[src/rtl/k16_pkg.sv]
// Shared definitions for the k16 memory subsystem: bus width and the
// read-return ownership encoding used by the arbiter.
package k16_pkg;

  localparam int K16_W = 16;

  typedef enum logic [1:0] {
    IDLE   = 2'd0,
    CPU_RD = 2'd1,
    VID_RD = 2'd2,
    CPU_WR = 2'd3
  } k16_state_e;

endpackage

[src/rtl/k16_mem_arbiter.sv]
// Single-port RAM arbiter between a CPU and a video fetcher.
// Video has priority, but after VID_MAX back-to-back video grants with the
// CPU waiting, the CPU gets one slot. Reads return one cycle after grant;
// the state register remembers who owns the returning data.
//
// state  | meaning
// IDLE   | nothing granted last cycle, no data returning
// CPU_RD | CPU read granted last cycle, capture mem_data_in into cpu_rdata
// VID_RD | video read granted last cycle, present mem_data_in on vid_data
// CPU_WR | CPU write granted last cycle, nothing returning
module k16_mem_arbiter
  import k16_pkg::*;
#(
  parameter int VID_MAX = 4
) (
  input  logic             clk,
  input  logic             reset_n,
  input  logic             cpu_req,
  input  logic             cpu_write,
  input  logic [K16_W-1:0] cpu_addr,
  input  logic [K16_W-1:0] cpu_wdata,
  output logic [K16_W-1:0] cpu_rdata,
  output logic             cpu_wait,
  input  logic             vid_req,
  input  logic [K16_W-1:0] vid_addr,
  output logic             vid_ack,
  output logic [K16_W-1:0] vid_data,
  output logic             vid_valid,
  output logic [K16_W-1:0] mem_address,
  output logic [K16_W-1:0] mem_data_out,
  output logic             mem_write,
  input  logic [K16_W-1:0] mem_data_in
);

  // At least one bit so VID_MAX=0 still yields a legal counter.
  localparam int RUN_W = (VID_MAX < 1) ? 1 : $clog2(VID_MAX + 1);
  localparam logic [RUN_W-1:0] RUN_MAX = RUN_W'(VID_MAX);

  k16_state_e       state_q, state_d;
  logic [RUN_W-1:0] vid_run_q, vid_run_d;
  logic [K16_W-1:0] mem_address_q, mem_address_d;
  logic [K16_W-1:0] cpu_rdata_q, cpu_rdata_d;
  logic             vid_capped;
  logic             vid_grant;
  logic             cpu_grant;

  // Grant decision: video first unless its streak has starved a waiting CPU.
  always_comb begin
    vid_capped = cpu_req && (vid_run_q == RUN_MAX);
    vid_grant  = reset_n && vid_req && !vid_capped;
    cpu_grant  = reset_n && cpu_req && !vid_grant;
  end

  // Next-state: return owner, streak counter, address hold, CPU read capture.
  always_comb begin
    state_d       = IDLE;
    vid_run_d     = vid_run_q;
    mem_address_d = mem_address_q;
    cpu_rdata_d   = cpu_rdata_q;

    if (vid_grant) begin
      state_d       = VID_RD;
      mem_address_d = vid_addr;
    end else if (cpu_grant) begin
      state_d       = cpu_write ? CPU_WR : CPU_RD;
      mem_address_d = cpu_addr;
    end

    if (!cpu_req || cpu_grant) begin
      vid_run_d = '0;
    end else if (vid_grant && (vid_run_q != RUN_MAX)) begin
      vid_run_d = vid_run_q + RUN_W'(1);
    end

    if (state_q == CPU_RD) begin
      cpu_rdata_d = mem_data_in;
    end
  end

  // State registers with synchronous active-low reset.
  always_ff @(posedge clk) begin
    if (!reset_n) begin
      state_q       <= IDLE;
      vid_run_q     <= '0;
      mem_address_q <= '0;
      cpu_rdata_q   <= '0;
    end else begin
      state_q       <= state_d;
      vid_run_q     <= vid_run_d;
      mem_address_q <= mem_address_d;
      cpu_rdata_q   <= cpu_rdata_d;
    end
  end

  // The granted address goes straight to the RAM; idle cycles hold the last one.
  assign mem_address  = mem_address_d;
  assign mem_data_out = cpu_wdata;
  assign mem_write    = cpu_grant && cpu_write;
  assign cpu_wait     = reset_n && cpu_req && !cpu_grant;
  assign vid_ack      = vid_grant;
  // Gating with reset_n drops a return that was in flight when reset arrived.
  assign vid_valid    = reset_n && (state_q == VID_RD);
  assign vid_data     = mem_data_in;
  assign cpu_rdata    = cpu_rdata_q;

endmodule

[config.mk]
export PLATFORM = sky130hd
export DESIGN_NAME = k16_mem_arbiter
export DESIGN_NICKNAME = d
export VERILOG_FILES = /design/src/rtl/k16_pkg.sv /design/src/rtl/k16_mem_arbiter.sv
export SDC_FILE = /design/constraint.sdc
export NUM_CORES = 1
export LEC_CHECK = 0
export ABC_AREA = 1
export CORE_ASPECT_RATIO = 1.5
export CORE_MARGIN = 8
export CORE_UTILIZATION = 25
export CTS_CLUSTER_SIZE = 25
export DETAILED_ROUTE_END_ITERATION = 7
export PLACE_DENSITY = 0.64
export SLEW_MARGIN = 20
export SYNTH_ARGS = -nofsm -noshare
export SYNTH_HDL_FRONTEND = slang
export SYNTH_SLANG_ARGS = --single-unit
[constraint.sdc]
create_clock -name clk -period 1.3 [get_ports clk]
set_input_delay 0.26 -clock clk [delete_from_list [all_inputs] [get_ports clk]]
set_output_delay 0.26 -clock clk [all_outputs]
set_load 0.01 [all_outputs]
==> results.toml, run 1 <==
[layout]
fin_cells = 473
num_antenna_cells = 0
nets = 443
post-route-util_pct = 47.4
fill_cells = 734
drive_gt1_share_pct = 36.2
areaGrowthSynthToFinish_pct = 83.6

[die]
fp-row-count = 38
io_pins = 137
design.die.area_um2 = 10500
coreArea_um2 = 7230
die_w_um = 86.6
initial_core_util_pct = 25.8
die_height_um = 122

[worst_setup_path]
regToRegEndpoint = "mem_address_q[8]"
path_class = "flip-flop to primary output"
ff2ff_setup_slack_ns = -0.06
worstPathMaxFanout = 7
r2r_cells = 9
arrival_ns = 1.56
endpoint = "mem_address[8]"
crit_path_start = "vid_run_q[0]"
worstPathRequired_ns = 1.04
critPathLaunchType = "flip-flop"
reg2reg_from = "vid_run_q[0]"
crit_path_end_kind = "primary output"

[power]
power.density_nw_per_um2 = 862
power_leakage_nw = 1.63
power_mw = 2.95
vdd.ir_drop.worst_uv = 392

[yosys]
syn_area_per_cell_um2 = 7.29
ys.warnings.count = 0
synthCells = 256
syn-num-nets = 327
synth_seq_area_share_pct = 39.7
syn_area_um2 = 1870
ys_seq_elements = 37
synthDistinctLibCells = 25

[run]
maxCapViolCount = 0

[timing]
worst_pin_slew_ns = 0.269
rsz0062_at_grt = "yes"
finalSetupViolCount = 25
finalCritPeriodShare_pct = 140
hold_viol = 0
setup_ws_ns = -0.522
slew_violations = 0
slew_headroom_pct = 82.1
fmax_mhz = 549
period_minus_slack_ns = 1.82
skew_ns = 0.0153

[clocking]
cts_tree = "done"
path_clk_slew_ns = 0.09
clock_latency_ns = 0.29
htree_levels = 2
cts_root_buffer = "clkbuf_8"
numClockSinks = 37
cts-hold-fix-buffers = 0
numCtsBuffers = 5
clk_path_buf_depth = 2

[route]
first_iter_violations = 28
wirelength_um = 6050
via_count = 1949
wl_per_cell_um = 12.8
first_pass_iters = 4
drc = 0
ant_nets = 0
viasPerCell = 4.12

[placed_design]
hpwl_um = 4470
dp_cells = 453
io_buffers = 104
gp_congestion = 0.748

[hold_path]
worstHoldPathType = "input port to flip-flop"

[grt]
grtUsageTotal_pct = 11.5
grt_pass1_wl_um = 9600
grt_start_max_net_pins = 21
grt_pass1_vias = 2064
antenna_found_initial = 0
grt_overflow = 0

[outcome]
status = "finished with violations"
violations = "setup timing"
[how the worst min path moves through the flow]
stage,from,end,slack [ns],depth (start not counted)
after global placement,cpu_rdata[2],cpu_rdata[2],0.46,2
after CTS,reset_n,state_q[0],0.48,5
after floorplan,vid_run_q[0],vid_run_q[0],0.41,1
final,reset_n,state_q[0],0.47,5
after detailed placement,cpu_rdata[10],cpu_rdata[10],0.47,2
after global routing,reset_n,state_q[0],0.49,5
[stage by stage]
stage | setup WS (ns) | hold slack, ns | setup TNS [ns] | area (um2)
global route | -0.604 | 0.488 | -11.04 | 3430
floorplan | -0.0445 | 0.405 | -0.130 | 1910
finish | -0.522 | 0.469 | -8.86 | 3430
global placement | -0.937 | 0.463 | -28.91 | 3030
detailed placement | -0.965 | 0.470 | -30.58 | 3030
CTS | -0.537 | 0.483 | -9.12 | 3360
[logic make-up (layout without fill, tap and decap cells)]
family / count (synthesis) / after routing / synth area share, %
adders and majority gates: 2 / 2 / 1.34
DFF: 37 / 37 / 39.7
and+or+nand+nor: 107 / 107 / 22.5
xor gates and xnor gates: 1 / 1 / 0.469
buffers and inverters: 65 / 182 / 21.8
AOI/OAI and AO/OA: 44 / 44 / 14.3
[area by class of cell]
type,count,area [um2],share of cell area (%)
clock inverters,2,13.8,0.402
clock buffers,6,82.6,2.41
inverters,23,97.6,2.85
multi-input cells,154,931,27.2
well taps,100,125,3.65
flip-flops and latches,37,744,21.7
repair buffers,151,1430,41.8
[where the power goes]
part,internal (mW),switching [mW]
combinational,0.476,0.385
sequential,1.20,0.0255
clock,0.430,0.434
total,2.11,0.844
[cells in the mapped netlist]
master	number	area, um2
nand2_1	65	244
dfxtp_1	37	741
nor2_1	36	135
buf_4	35	263
inv_1	19	71.3
o21ai_0	17	85.1
a21oi_1	15	75.1
o211ai_1	8	60.1
clkbuf_1	3	11.3
o211ai_2	3	37.5
buf_6	2	22.5
ha_1	2	25.0
nand2_2	2	12.5
a21oi_2	1	8.76
buf_2	1	5.00
buf_8	1	15.0
clkinv_1	1	3.75
clkinv_2	1	5.00
inv_2	1	3.75
inv_4	1	6.26
nand2_4	1	11.3
nand3_1	1	5.00
nor2_2	1	6.26
nor3_1	1	5.00
xnor2_1	1	8.76
[timing repair]
action,in CTS,in global routing
buffers inserted,18,8
gates cloned,0,0
pin swaps,8,16
endpoints found under the setup margin,68,55
resized for setup,177,38
[state kept, by name (all words and copies together), names as in the netlist]
| signal | cells |
|---|---|
| cpu_rdata | 16 |
| mem_address_q | 16 |
| vid_run_q | 3 |
| state_q | 2 |
[critical path, cell delays in order, from the launching register on]
cell and delay, ns:
dfxtp_2 0.33, inv_2 0.06, ha_4 0.14, nand3_4 0.06
nand2_4 0.11, clkinv_4 0.08, buf_12 0.14, buf_6 0.11
nand2_4 0.05, nand2_2 0.05, buf_6 0.13
[placed cells by master (no fill, tap or decap), types with 4 or more instances in the layout]
master,Yosys,final
a21oi_1,15,4
a21oi_2,1,12
buf_12,0,4
buf_2,1,10
buf_4,35,29
buf_6,2,23
clkbuf_8,0,6
clkdlybuf4s15_1,0,8
clkdlybuf4s50_1,0,50
dfxtp_1,37,34
dlygate4sd2_1,0,25
inv_1,19,14
inv_2,1,5
nand2_1,65,42
nand2_2,2,11
nand2_4,1,15
nor2_1,36,33
o211ai_1,8,8
o21ai_0,17,17
[metal layers]
layer / up-vias / GRT usage, % / part of all wire (%)
met5: - / 0 / 0
met4: 0 / 5.52 / 2.3
met3: 13 / 4.05 / 8.2
met1: 859 / 10.6 / 36
met2: 71 / 21.7 / 53
li1: 1006 / - / -
No activity file was read; power rests on OpenSTA's default activity.
==> inputs of run 2 (changes only) <==
ABC_CLOCK_PERIOD_IN_PS = 1300   (was not set)
CAP_MARGIN = 20   (was not set)
RECOVER_POWER = 50   (was not set)
==> run 2 against run 1 <==
The run still ends with setup timing left; utilization fell by 0.26 points; first-iteration DRC count rose by 7.1%; sequential power barely moved; via count did not move; register-to-register slack barely moved; largest cell class unchanged; critical path type unchanged; design area fell by 0.55%; combinational power fell by 0.7%; highest routed layer unchanged; total power fell by 0.28%; non-clock buffer count did not move; global-route usage did not move.
==> results.toml, run 2 (synthesis gave the netlist of run 1 again) <==
[run]
maxCapViolCount = 0

[grt]
grt_overflow = 0
grt_pass1_vias = 2064
grt_start_max_net_pins = 21
grt_pass1_wl_um = 9600
antenna_found_initial = 0
grtUsageTotal_pct = 11.5

[layout]
nets = 443
drive_gt1_share_pct = 35.7
areaGrowthSynthToFinish_pct = 82.6
final_cell_area_um2 = 3410
final_common_cell = "clkdlybuf4s50_1"
multi_input_area_um2 = 931
mostFrequentLayoutCells = "clkdlybuf4s50_1 (50), nand2_1 (42), dfxtp_1 (35), nor2_1 (33), buf_4 (29)"
seq_area_um2 = 743
fill_cells = 737
num_antenna_cells = 0

[hold_path]
worstHoldPathType = "input port to flip-flop"
min_delay_path_depth = 5

[power]
vdd.ir_drop.worst_uv = 392
p_sw_share_pct = 28.6
power_leakage_nw = 1.63
p_sw_uw = 842
pwr-share-seq_pct = 41.7
clockPowerShare_pct = 29.3
p_int_mw = 2.10
combinationalPowerShare_pct = 29.0
power.density_nw_per_um2 = 865

[clocking]
cts_root_buffer = "clkbuf_8"
cts-hold-fix-buffers = 0
numCtsBuffers = 5
clock_latency_ns = 0.29
htree_levels = 2
clk_path_buf_depth = 2
cts_tree = "done"
path_clk_slew_ns = 0.09
numClockSinks = 37

[worst_setup_path]
worstPathRequired_ns = 1.04
ff2ff_setup_slack_ns = -0.06
path_depth = 10
critPathLaunchType = "flip-flop"
r2r_cells = 9
critPathMaxStageDelay_ns = 0.33
crit_path_end_kind = "primary output"
path_class = "flip-flop to primary output"
worstPathMaxFanout = 7
crit_chain = "inv_2, ha_4, nand3_4, nand2_4, clkinv_4, buf_12, buf_6, nand2_4, nand2_2, buf_6"
arrival_ns = 1.56
cp_slowest_cell = "dfxtp_2"
worst-path-buf-inv = 5
cp_top_family = "buffers and inverters"

[route]
first_iter_violations = 30
wl_per_cell_um = 12.8
drc = 0
wirelength_um = 6050
viasPerCell = 4.12
first_pass_iters = 4
ant_nets = 0
via_count = 1949

[timing]
skew_ns = 0.0150
holdWs_ns = 0.469
setup_ws_ns = -0.521
slew_headroom_pct = 77.1
worst_pin_slew_ns = 0.343
finalCritPeriodShare_pct = 140
period_minus_slack_ns = 1.82
rsz0062_at_grt = "yes"
fmax_mhz = 549
finalSetupViolCount = 25
slew_violations = 0
hold_viol = 0

[die]
die_height_um = 122
coreArea_um2 = 7230
design.die.area_um2 = 10500
io_pins = 137
die_w_um = 86.6
initial_core_util_pct = 25.8
fp-row-count = 38

[placed_design]
io_buffers = 104
place_area_um2 = 3030
gp_congestion = 0.748
hpwl_um = 4470

[outcome]
status = "finished with violations"
violations = "setup timing"
[run 2: power by group through the flow]
stage               clock network (mW)  logic [mW]  registers, mW
floorplan                            0       0.370           1.27
global placement                     0       0.796           1.25
detailed placement                   0       0.801           1.26
CTS                              0.905       0.844           1.23
global route                     0.950       0.931           1.24
finish                           0.863       0.855           1.23
[run 2: worst reg2reg max path, delay by kind of cell (launching register included)]
family                     cells  cell delay [ns]
DFF                            1             0.33
adders and majority gates      1             0.14
buffers and inverters          4             0.46
AOI/OAI and AO/OA              2             0.21
and+or+nand+nor                2             0.17
[run 2: path summary, 6_finish.rpt]
check / start / to
setup / recovery: vid_run_q[0] / mem_address[8]
hold / removal: reset_n / state_q[0]
setup reg to reg: vid_run_q[0] / mem_address_q[8]
hold reg to reg: cpu_rdata[10] / cpu_rdata[10]
[run 2: through the flow]
step / TNS (ns) / instances / utilization, % / setup slack (ns) / total power, mW
final: -8.84 / 473 / 47.2 / -0.521 / 2.95
after global routing: -11.28 / 473 / 47.2 / -0.604 / 3.12
after CTS: -9.12 / 477 / 46.4 / -0.537 / 2.98
after detailed placement: -30.58 / 453 / 41.9 / -0.965 / 2.06
after global placement: -28.91 / 453 / 41.9 / -0.937 / 2.05
after floorplan: -0.130 / 256 / - / -0.0445 / 1.64
[run 2: final cells by class]
| cell class | instances | area share (%) |
|---|---|---|
| Tap cell | 100 | 3.67 |
| Clock buffer | 6 | 2.42 |
| Timing Repair Buffer | 151 | 41.6 |
| Sequential cell | 37 | 21.8 |
| Multi-Input combinational cell | 154 | 27.3 |
| Inverter | 23 | 2.79 |
| Clock inverter | 2 | 0.404 |
[run 2: routing by layer]
metal	global-route usage, %	wire length, um	vias up
li1	-	-	1006
met1	10.6	2170	859
met2	21.7	3240	71
met3	4.05	496	13
met4	5.52	142	0
met5	0	0	-
[run 2: what timing repair did]
action | CTS | global route
endpoints found under the hold margin | 0 | 0
resized for setup | 177 | 38
setup endpoints to repair | 68 | 55
pin swaps | 8 | 16
setup buffers | 18 | 8
cloned | 0 | 0
==> inputs of run 3 (changes only) <==
REMOVE_ABC_BUFFERS = 1   (was not set)
==> run 3 against run 2 <==
The run still ends with setup timing left; worst setup slack got worse by 0.017 ns; non-clock buffer count grew 5; register-to-register slack lost 0.12 ns; clock power rose by 38%; via count grew 3.4%.
==> results.toml, run 3 (synthesis gave the netlist of run 1 again) <==
[outcome]
status = "finished with violations"
violations = "setup timing"

[placed_design]
gp_congestion = 0.726
pre_cts_ws_ns = -0.982
io_buffers = 104
dp_cells = 455
hpwl_um = 4690
place_area_um2 = 3030

[power]
power.density_nw_per_um2 = 931
clockPowerShare_pct = 35.6
power_leakage_nw = 1.71
combinationalPowerShare_pct = 27.6
p_sw_uw = 856
vdd.ir_drop.worst_uv = 520
p_int_mw = 2.49
p_sw_share_pct = 25.6
pwr-share-seq_pct = 36.8

[worst_setup_path]
critPathLaunchType = "flip-flop"
r2r_cells = 11
arrival_ns = 1.58
crit_path_end_kind = "primary output"
path_class = "flip-flop to primary output"
worstPathMaxFanout = 8
cp_slowest_cell = "dfxtp_2"
critPathMaxStageDelay_ns = 0.33
crit_chain = "inv_2, ha_4, nand3_4, nand2_4, buf_6, clkinv_8, buf_12, nand2_4, nand2_2, buf_6"
worstPathRequired_ns = 1.04

[layout]
mostFrequentLayoutCells = "clkdlybuf4s50_1 (50), nand2_1 (39), dfxtp_1 (35), nor2_1 (33), buf_4 (31)"
drive_gt1_share_pct = 36.8
post-route-util_pct = 49.6
num_antenna_cells = 0
final_cell_area_um2 = 3590
areaGrowthSynthToFinish_pct = 92.2
fill_cells = 732
nets = 448
fin_cells = 478
final_common_cell = "clkdlybuf4s50_1"

[clocking]
cts-hold-fix-buffers = 0
cts_tree = "done"
cts_root_buffer = "clkbuf_8"
clock_latency_ns = 0.29
clk_path_buf_depth = 2
numClockSinks = 37
numCtsBuffers = 5
htree_levels = 2
path_clk_slew_ns = 0.08

[die]
design.die.area_um2 = 10500
initial_core_util_pct = 25.8
io_pins = 137
fp-row-count = 38
coreArea_um2 = 7230
die_w_um = 86.6
die_height_um = 122

[timing]
worst_pin_slew_ns = 0.497
slew_headroom_pct = 66.8
setup_ws_ns = -0.538
period_minus_slack_ns = 1.84
hold_viol = 0
fin_setup_tns_ns = -10.65
finalCritPeriodShare_pct = 141
skew_ns = 0.00783
finalSetupViolCount = 34
slew_violations = 0
fmax_mhz = 544
rsz0062_at_grt = "yes"

[run]
maxCapViolCount = 0

[grt]
grtUsageTotal_pct = 12.5
grt_start_max_net_pins = 17
grt_pass1_wl_um = 10500
antenna_found_initial = 0
grt_overflow = 0
grt_pass1_vias = 2142

[route]
via_count = 2016
first_pass_iters = 2
wirelength_um = 6630
viasPerCell = 4.22
wl_per_cell_um = 13.9
drc = 0
ant_nets = 0
first_iter_violations = 25

[hold_path]
worstHoldPathType = "input port to flip-flop"
min_delay_path_depth = 4
## run 3: power by group through the flow
| stage | clock network (mW) | logic (mW) | registers (mW) |
|---|---|---|---|
| 3_5_place_dp | 0 | 0.807 | 1.26 |
| 6_report | 1.19 | 0.924 | 1.23 |
| 5_1_grt | 1.28 | 1.00 | 1.24 |
| 4_1_cts | 1.23 | 0.870 | 1.23 |
| 3_3_place_gp | 0 | 0.797 | 1.25 |
| 2_1_floorplan | 0 | 0.232 | 1.27 |
## run 3: area by class of cell
cell class / count / area [um2] / area share (%)
clock buffers: 5 / 68.8 / 1.92
clock inverters: 3 / 65.1 / 1.81
inverters: 23 / 106 / 2.96
multi-input cells: 154 / 952 / 26.5
flip-flops and latches: 37 / 743 / 20.7
well taps: 100 / 125 / 3.49
repair buffers: 156 / 1530 / 42.6
## run 3: repair_timing
item / CTS / global route
gates resized for setup: 184 / 44
pin swaps: 12 / 13
buffers inserted: 17 / 5
setup endpoints to repair: 71 / 44
cloned: 3 / 0
## run 3: final timing paths
kind	to	startpoint	slack [ns]
max reg2reg	mem_address_q[7]	vid_run_q[1]	-0.18
max	mem_address[7]	vid_run_q[1]	-0.54
min	state_q[1]	reset_n	0.45
min reg2reg	cpu_rdata[6]	cpu_rdata[6]	0.48
## run 3: worst max-delay path: cells and delay by family (launching register included)
family                   cells  cell delay (ns)
adder cells (fa/ha/maj)      1             0.14
buffers and inverters        5             0.53
flip-flops                   1             0.33
AND/OR/NAND/NOR              4             0.27
## run 3: stage by stage
stage | hold WS, ns | total power [mW]
4_1_cts | 0.447 | 3.34
3_5_place_dp | 0.472 | 2.06
3_3_place_gp | 0.467 | 2.05
5_1_grt | 0.460 | 3.52
6_report | 0.453 | 3.34
2_1_floorplan | 0.396 | 1.50
## run 3: layer usage
layer  vias up  wire length [um]  GRT usage (%)
li1       1013                 -              -
met1       888              2420           12.0
met2       106              3330           22.6
met3         9               792           6.41
met4         0                89           3.57
met5         -                 0              0
